### src/rtl/apb_master_bridge_pkg.sv
// Shared APB master definitions: FSM state encoding, bus widths and default timeout.
// Also used by apb_sram and its bench for the common address/data widths.
package apb_master_pkg;

    localparam int APB_ADDR_W  = 12;
    localparam int APB_DATA_W  = 32;
    localparam int TIMEOUT_DEF = 16;
    localparam int CNT_W       = 8;

    typedef enum logic [1:0] {
        ST_IDLE   = 2'd0,
        ST_SETUP  = 2'd1,
        ST_ACCESS = 2'd2,
        ST_ERR    = 2'd3
    } state_e;

endpackage

### src/rtl/apb_master_bridge.sv
// APB master: turns one valid/ready word request into one SETUP/ACCESS transfer
// and returns data/status through a single-entry response register, with wait-state timeout.
module apb_master_bridge
    import apb_master_pkg::*;
#(
    parameter int ADDR_W  = APB_ADDR_W,
    parameter int DATA_W  = APB_DATA_W,
    parameter int TIMEOUT = TIMEOUT_DEF
) (
    input  logic              clk,
    input  logic              rstn,
    input  logic              req_valid,
    output logic              req_ready,
    input  logic              req_write,
    input  logic [ADDR_W-1:0] req_addr,
    input  logic [DATA_W-1:0] req_wdata,
    output logic              rsp_valid,
    input  logic              rsp_ready,
    output logic [DATA_W-1:0] rsp_rdata,
    output logic              rsp_err,
    output logic              psel,
    output logic              penable,
    output logic [ADDR_W-1:0] paddr,
    output logic              pwrite,
    output logic [DATA_W-1:0] pwdata,
    input  logic              pready,
    input  logic [DATA_W-1:0] prdata,
    input  logic              pslverr
);

    localparam logic [CNT_W-1:0] CNT_LAST = CNT_W'(TIMEOUT - 1);

    state_e             state_q;
    logic [CNT_W-1:0]   cnt_q;
    logic               psel_q;
    logic               penable_q;
    logic [ADDR_W-1:0]  paddr_q;
    logic               pwrite_q;
    logic [DATA_W-1:0]  pwdata_q;
    logic               rsp_valid_q;
    logic [DATA_W-1:0]  rsp_rdata_q;
    logic               rsp_err_q;

    // Only one transaction in flight: accept only when idle and the response slot is empty.
    assign req_ready = (state_q == ST_IDLE) && !rsp_valid_q;

    always_ff @(posedge clk or negedge rstn) begin
        if (!rstn) begin
            state_q     <= ST_IDLE;
            cnt_q       <= '0;
            psel_q      <= 1'b0;
            penable_q   <= 1'b0;
            paddr_q     <= '0;
            pwrite_q    <= 1'b0;
            pwdata_q    <= '0;
            rsp_valid_q <= 1'b0;
            rsp_rdata_q <= '0;
            rsp_err_q   <= 1'b0;
        end else begin
            if (rsp_valid_q && rsp_ready) begin
                rsp_valid_q <= 1'b0;
            end
            case (state_q)
                ST_IDLE: begin
                    if (req_valid && req_ready) begin
                        if (req_addr[1:0] != 2'b00) begin
                            state_q <= ST_ERR;
                        end else begin
                            state_q  <= ST_SETUP;
                            psel_q   <= 1'b1;
                            paddr_q  <= req_addr;
                            pwrite_q <= req_write;
                            pwdata_q <= req_wdata;
                        end
                    end
                end
                ST_SETUP: begin
                    state_q   <= ST_ACCESS;
                    penable_q <= 1'b1;
                    cnt_q     <= '0;
                end
                ST_ACCESS: begin
                    if (pready) begin
                        state_q     <= ST_IDLE;
                        psel_q      <= 1'b0;
                        penable_q   <= 1'b0;
                        rsp_valid_q <= 1'b1;
                        rsp_err_q   <= pslverr;
                        rsp_rdata_q <= (pwrite_q || pslverr) ? '0 : prdata;
                    end else if (cnt_q == CNT_LAST) begin
                        // Slave never answered within the budget: abort and report an error.
                        state_q     <= ST_IDLE;
                        psel_q      <= 1'b0;
                        penable_q   <= 1'b0;
                        rsp_valid_q <= 1'b1;
                        rsp_err_q   <= 1'b1;
                        rsp_rdata_q <= '0;
                    end else begin
                        cnt_q <= cnt_q + 1'b1;
                    end
                end
                ST_ERR: begin
                    state_q     <= ST_IDLE;
                    rsp_valid_q <= 1'b1;
                    rsp_err_q   <= 1'b1;
                    rsp_rdata_q <= '0;
                end
            endcase
        end
    end

    assign psel      = psel_q;
    assign penable   = penable_q;
    assign paddr     = paddr_q;
    assign pwrite    = pwrite_q;
    assign pwdata    = pwdata_q;
    assign rsp_valid = rsp_valid_q;
    assign rsp_rdata = rsp_rdata_q;
    assign rsp_err   = rsp_err_q;

endmodule

### config.mk
export PLATFORM = sky130hd
export DESIGN_NAME = apb_master_bridge
export DESIGN_NICKNAME = d
export VERILOG_FILES = /design/src/rtl/apb_master_bridge_pkg.sv /design/src/rtl/apb_master_bridge.sv
export SDC_FILE = /design/constraint.sdc
export NUM_CORES = 1
export LEC_CHECK = 0
export CAP_MARGIN = 20
export CORE_MARGIN = 1.5
export CORE_UTILIZATION = 43
export CTS_BUF_LIST = sky130_fd_sc_hd__clkbuf_8
export DETAILED_ROUTE_END_ITERATION = 7
export GPL_ROUTABILITY_DRIVEN = 0
export PLACE_DENSITY = 0.88
export SYNTH_ARGS = -nofsm -noshare
export SYNTH_HDL_FRONTEND = slang
export SYNTH_SLANG_ARGS = --single-unit
### constraint.sdc
create_clock -name clk -period 1.8 [get_ports clk]
set_input_delay 0.27 -clock clk [delete_from_list [all_inputs] [get_ports clk]]
set_output_delay 0.27 -clock clk [all_outputs]
set_load 0.01 [all_outputs]
==> reports/qor.csv, run 1 <==
metric;value;unit
status;finished, final reports clean;
Die ar.;9150;um^2
Final min period;1700;ps
total track usage;19.4;%
Mapped Cells;233;
CP endpoint kind;flip-flop;
Net Switching;2.66;mW
dpl hpwl;6.58;mm
Final period util;94.3;%
final WL;8.75;mm
register area share after synthesis;61.7;%
antenna violations before repair;0;
root buffer cell;clkbuf_8;
Cell Pwr Density;1560;nW/um^2
CTS Buffer Depth;2;
die width;95.7;um
Pint;6.23;mW
worst skew pair latency;350;ps
num ports;165;
synth unique cells;36;
Total Nets Final;494;
synthesized area per cell;15.8;um^2
Initial DRC Count;75;
drt drc;0;
number of enable flip-flop cells after synthesis;0;
Leak Pwr;2.62;nW
die height;95.7;um
area grow syn2layout;54.6;%
endpoints failing setup;0;
TritonRoute pass-1 iters;4;
sequential share of power;39.4;%
Antenna Cells;0;
share of layout cells above drive strength 1;20.0;%
crit-path cells;ha_1 -> and3_4 -> a211o_1 -> buf_4 -> o211ai_1 -> o31ai_1;
CP arrival;1920;ps
area leader, netlist;dfrtp_1;
Post-Place Setup Slack;50.6;ps
routed vias/inst;5.03;
initial core utilization;44.7;%
crit path max fanout;11;
TritonCTS clock tree;done;
Worst Setup Slack, final;102;ps
total negative slack;0;ps
slew of the pin with the lowest slew margin;471;ps
Clock transition at path regs;90;ps
Hold/Removal Path Class;primary input to async pin;
largest net degree at the start of global routing;44;
number of vias in the routed layout;2618;
CP max stage delay;390;ps
commonest non-fill, non-tap cell in the layout;clkdlybuf4s50_1;
maximum operating frequency;589;MHz
Sw Share;29.9;%
Clock Skews;11.5;ps
ys async rst share;100;%
vias in the first global route;2776;
Clk pwr share;15.4;%
final hold violations;0;
CP Class;flip-flop to flip-flop;
commonest non-fill, non-tap cells in the layout;clkdlybuf4s50_1, dfrtp_1, mux2_4;
syn nets;317;
cell area after synthesis;3690;um^2
maximum VDD drop;0.000865;V
H-tree Lvls;3;
FF+latch count, synth;91;
slowest CP cell;dfrtp_1;
TritonCTS Sinks;91;
Final Slew Violations;0;
first-pass GRT wire length;13.4;mm
Routed Antenna Nets;0;
Worst EP required;2020;ps
RSZ-0062 raised after global routing;false;
Rel. slew slack;68.6;%
area of the core;8260;um^2
Rows;33;
Synth Warn #;0;
CTS Buf Count;9;
GR Overflow Total;0;
post-synth top area share;61.7;%
CP startpoint kind;flip-flop;
Port-buffer cells;164;
Main synth FF type;dfrtp_1;
Max Cap Violations;0;
combinational power share;45.2;%
synth top area cells;dfrtp_1, mux2_4, a22o_1;
DR WL/cell;16.8;um
==> metrics by stage <==
stage          cells  total power, mW  util, %  cell area [um^2]  hold slack, ps
2_1_floorplan    233             5.27        -              3690           -25.6
3_3_place_gp     500             7.40     66.2              5470             259
3_5_place_dp     500             7.54     66.2              5470             260
4_1_cts          518             8.97     68.9              5690             427
5_1_grt          520             9.44     69.1              5710             454
6_report         520             8.89     69.1              5710             442
==> worst paths after layout <==
path                       startpoint  slack (ps)            end  cells after the start
hold reg to reg              paddr[0]         490       paddr[0]                      1
setup / recovery             cnt_q[0]         100       cnt_q[4]                      6
max in group asynchronous        rstn         760  rsp_rdata[17]                      3
min in group clk             paddr[0]         490       paddr[0]                      1
hold / removal                   rstn         440     pwdata[28]                      2
setup reg to reg             cnt_q[0]         100       cnt_q[4]                      6
==> synth_stat cells, types with 2 or more instances <==
| cell | count |
|---|---|
| o21ai_0 | 8 |
| and2_1 | 2 |
| a22o_1 | 32 |
| nand3_1 | 7 |
| inv_1 | 4 |
| o211ai_1 | 3 |
| a21oi_1 | 2 |
| dfrtp_1 | 91 |
| nor2_1 | 3 |
| buf_6 | 7 |
| mux2_4 | 37 |
| nand2_1 | 4 |
| buf_8 | 3 |
| o31ai_1 | 3 |
| mux2_2 | 6 |
==> layout make-up <==
| type | instances | area, um^2 |
|---|---|---|
| Clock buffer | 10 | 138 |
| Clock inverter | 6 | 66.3 |
| Fill cell | 591 | 2550 |
| Inverter | 4 | 15.0 |
| Multi-Input combinational cell | 126 | 1270 |
| Sequential cell | 91 | 2280 |
| Tap cell | 105 | 131 |
| Timing Repair Buffer | 178 | 1810 |
==> state kept, by name, summed over array words and instances (netlist names) <==
signal     count
rsp_rdata     32
pwdata        32
pwrite         1
rsp_err        1
penable        1
cnt_q          8
psel           1
paddr         12
state_q        2
rsp_valid      1
==> layer usage <==
metal | global-route usage, % | share of wire [%]
met1 | 23.2 | 41
met2 | 32.9 | 51
met3 | 5.18 | 6.5
met4 | 8.21 | 2.1
met5 | 0 | 0
==> power by group through the flow <==
stage	combinational, mW	clock [mW]	sequential (mW)
detailed placement	4.01	0	3.54
global placement	3.91	0	3.48
global route	4.29	1.53	3.61
CTS	4.04	1.42	3.51
finish	4.02	1.37	3.50
floorplan	1.41	0	3.86
==> worst max-delay path: cells and delay by family (launching register included) <==
kind / cells / cell delay [ps]
buffers and inverters: 1 / 180
AOI/OAI and AO/OA: 3 / 580
adders and majority gates: 1 / 230
DFF: 1 / 390
and+or+nand+nor: 1 / 200
==> logic make-up (layout without fill, tap and decap cells) <==
group | after synthesis | in the layout | synth area share (%)
flops | 91 | 91 | 61.7
compound gates | 53 | 53 | 11.4
mux | 44 | 44 | 17.2
simple gates | 28 | 28 | 5.46
buf+inv | 16 | 198 | 4.00
fa+ha+maj | 1 | 1 | 0.339
==> what timing repair did <==
item | 4_1_cts | 5_1_grt
endpoints found under the hold margin | 34 | 0
setup endpoints to repair | 1 | 5
pin swaps | 1 | 2
gates resized for setup | 2 | 1
setup buffers | 1 | 2
hold buffers | 1 | 0
Note: power is estimated with default switching activity, not from simulation.
==> run 2, diff against run 1 <==
--- a/config.mk
+++ b/config.mk
@@ -7,11 +7,11 @@
 export LEC_CHECK = 0
 export CAP_MARGIN = 20
 export CORE_MARGIN = 1.5
-export CORE_UTILIZATION = 43
+export CORE_UTILIZATION = 46
 export CTS_BUF_LIST = sky130_fd_sc_hd__clkbuf_8
 export DETAILED_ROUTE_END_ITERATION = 7
 export GPL_ROUTABILITY_DRIVEN = 0
-export PLACE_DENSITY = 0.88
+export PLACE_DENSITY = 0.93
 export SYNTH_ARGS = -nofsm -noshare
 export SYNTH_HDL_FRONTEND = slang
 export SYNTH_SLANG_ARGS = --single-unit
==> constraint.sdc (replaced) <==
create_clock -name clk -period 2 [get_ports clk]
set_input_delay 0.3 -clock clk [delete_from_list [all_inputs] [get_ports clk]]
set_output_delay 0.3 -clock clk [all_outputs]
set_load 0.01 [all_outputs]
==> reports/qor.csv, run 2 (synthesis gave the netlist of run 1 again) <==
metric;value;unit;change
status;finished, final reports clean;;
vias in the first global route;2932;;+5.6%
largest net degree at the start of global routing;43;;-2.3%
DR WL/cell;18.0;um;+6.8%
first-pass GRT wire length;14.7;mm;+9.3%
crit-path cells;nor3_4 -> clkdlybuf4s50_1;;
maximum VDD drop;0.000716;V;-17%
Die ar.;8570;um^2;-6.3%
endpoints failing setup;0;;unchanged
Max Cap Violations;0;;unchanged
filler instances;506;;-14%
Cell Pwr Density;1420;nW/um^2;-8.7%
die width;92.6;um;-3.2%
root buffer cell;clkbuf_8;;
TritonCTS clock tree;done;;
share of layout cells above drive strength 1;18.6;%;-1.4 points
Final period util;94.8;%;
postcts setup bufs;0;;-1
initial core utilization;47.8;%;+3.1 points
total track usage;22.5;%;+3.0 points
Rows;32;;-3.0%
register area;2280;um^2;unchanged
family with the most delay on the worst path;buffers and inverters;;
slowest CP cell;clkdlybuf4s50_1;;
final WL;9.18;mm;+4.9%
TritonRoute pass-1 iters;4;;unchanged
num ports;165;;unchanged
routed vias/inst;5.23;;+3.9%
Rel. slew slack;70.1;%;+1.5 points
Routed Antenna Nets;0;;unchanged
CP Class;flip-flop to output pin;;
area grow syn2layout;52.7;%;
Buf+Inv Stages, Crit Path;1;;unchanged
RSZ-0062 raised after global routing;false;;
Critical R2R Launch;cnt_q[0];;
number of vias in the routed layout;2673;;+2.1%
die height;92.6;um;-3.2%
CTS Buffer Depth;2;;unchanged
area occupied by multi-input gates;1270;um^2;about the same
Leak Pwr;2.59;nW;-1.2%
antenna violations before repair;0;;unchanged
dpl hpwl;6.88;mm;+4.7%
H-tree Lvls;3;;unchanged
maximum operating frequency;527;MHz;
final hold violations;0;;unchanged
commonest non-fill, non-tap cell in the layout;clkdlybuf4s50_1;;
drt drc;0;;unchanged
total negative slack;0;ps;unchanged
GR Overflow Total;0;;unchanged
CP arrival;1600;ps;-320 ps
CTS Buf Count;9;;unchanged
r2r setup slk;190;ps;+90 ps
commonest non-fill, non-tap cells in the layout;clkdlybuf4s50_1, dfrtp_1, mux2_4;;
TritonCTS Sinks;91;;unchanged
CP max stage delay;570;ps;+180 ps
Layout Utilization;73.0;%;+3.8 points
slew of the pin with the lowest slew margin;449;ps;-22.3 ps
Total Nets Final;488;;-1.2%
Hold/Removal Path Class;primary input to async pin;;
Port-buffer cells;164;;unchanged
crit path max fanout;6;;-5
Clock Skews;14.6;ps;+3.07 ps
Initial DRC Count;64;;-15%
worst skew pair latency;340;ps;about the same
Clock transition at path regs;100;ps;about the same
Worst EP required;1700;ps;-320 ps
Final Slew Violations;0;;unchanged
CP startpoint kind;flip-flop;;
CP endpoint kind;output pin;;
FF-to-FF End;cnt_q[2];;
area of the core;7730;um^2;-6.4%
Antenna Cells;0;;unchanged
Reg2Reg Depth;6;;unchanged
Final min period;1900;ps;
==> run 2: cell types whose count changed in the layout (fill, tap and decap cells not counted), sizes merged <==
cell,change
clkinv,+1
clkbuf,-1
clkinvlp,-1
clkdlybuf4s50,+1
buf,-6
inv,+1
dlygate4sd2,-1
==> run 2: per-stage QoR <==
stage	setup WS, ps	hold WS, ps	cells	cell area (um^2)	power, mW
3_3_place_gp	135	275	494	5430	6.63
5_1_grt	22.3	455	511	5640	8.46
3_5_place_dp	54.3	279	494	5430	6.81
2_1_floorplan	353	4.41	233	3690	4.74
4_1_cts	44.7	430	511	5630	8.07
6_report	104	436	511	5640	8.01
==> run 2: worst max path at each step <==
stage	start	endpoint	slack, ps	depth (start not counted)
3_5_place_dp	pready	rsp_rdata[29]	50	4
6_report	state_q[1]	req_ready	100	2
2_1_floorplan	cnt_q[0]	cnt_q[4]	350	6
5_1_grt	state_q[1]	req_ready	20	2
4_1_cts	state_q[1]	req_ready	40	2
3_3_place_gp	pready	rsp_rdata[14]	130	4
==> run 2: per-layer routing <==
| layer | GRT usage, % | routed length (um) | up-vias | share of wire [%] |
|---|---|---|---|---|
| li1 | - | - | 1191 | - |
| met5 | 0 | 0 | - | 0 |
| met1 | 26.0 | 3600 | 1352 | 39 |
| met4 | 8.21 | 176 | 0 | 1.9 |
| met2 | 39.6 | 4840 | 114 | 53 |
| met3 | 6.16 | 560 | 16 | 6.1 |
==> run 2: area by class of cell <==
| class | instances | area share [%] |
|---|---|---|
| Sequential cell | 91 | 40.4 |
| Timing Repair Buffer | 172 | 31.1 |
| Multi-Input combinational cell | 126 | 22.6 |
| Tap cell | 102 | 2.26 |
| Clock buffer | 9 | 2.20 |
| Clock inverter | 7 | 1.22 |
| Inverter | 4 | 0.266 |
==> run 2: repair_timing <==
action,in CTS,in global routing
hold buffers,1,0
endpoints found under the hold margin,34,0
resized for setup,0,2
setup endpoints to repair,0,1
==> run 2: report_power, final <==
part	leakage (nW)	total [mW]	internal, mW	switching, mW
logic	1.33	3.59	2.33	1.26
clock network	0.101	1.22	0.576	0.647
registers	1.16	3.20	2.64	0.560
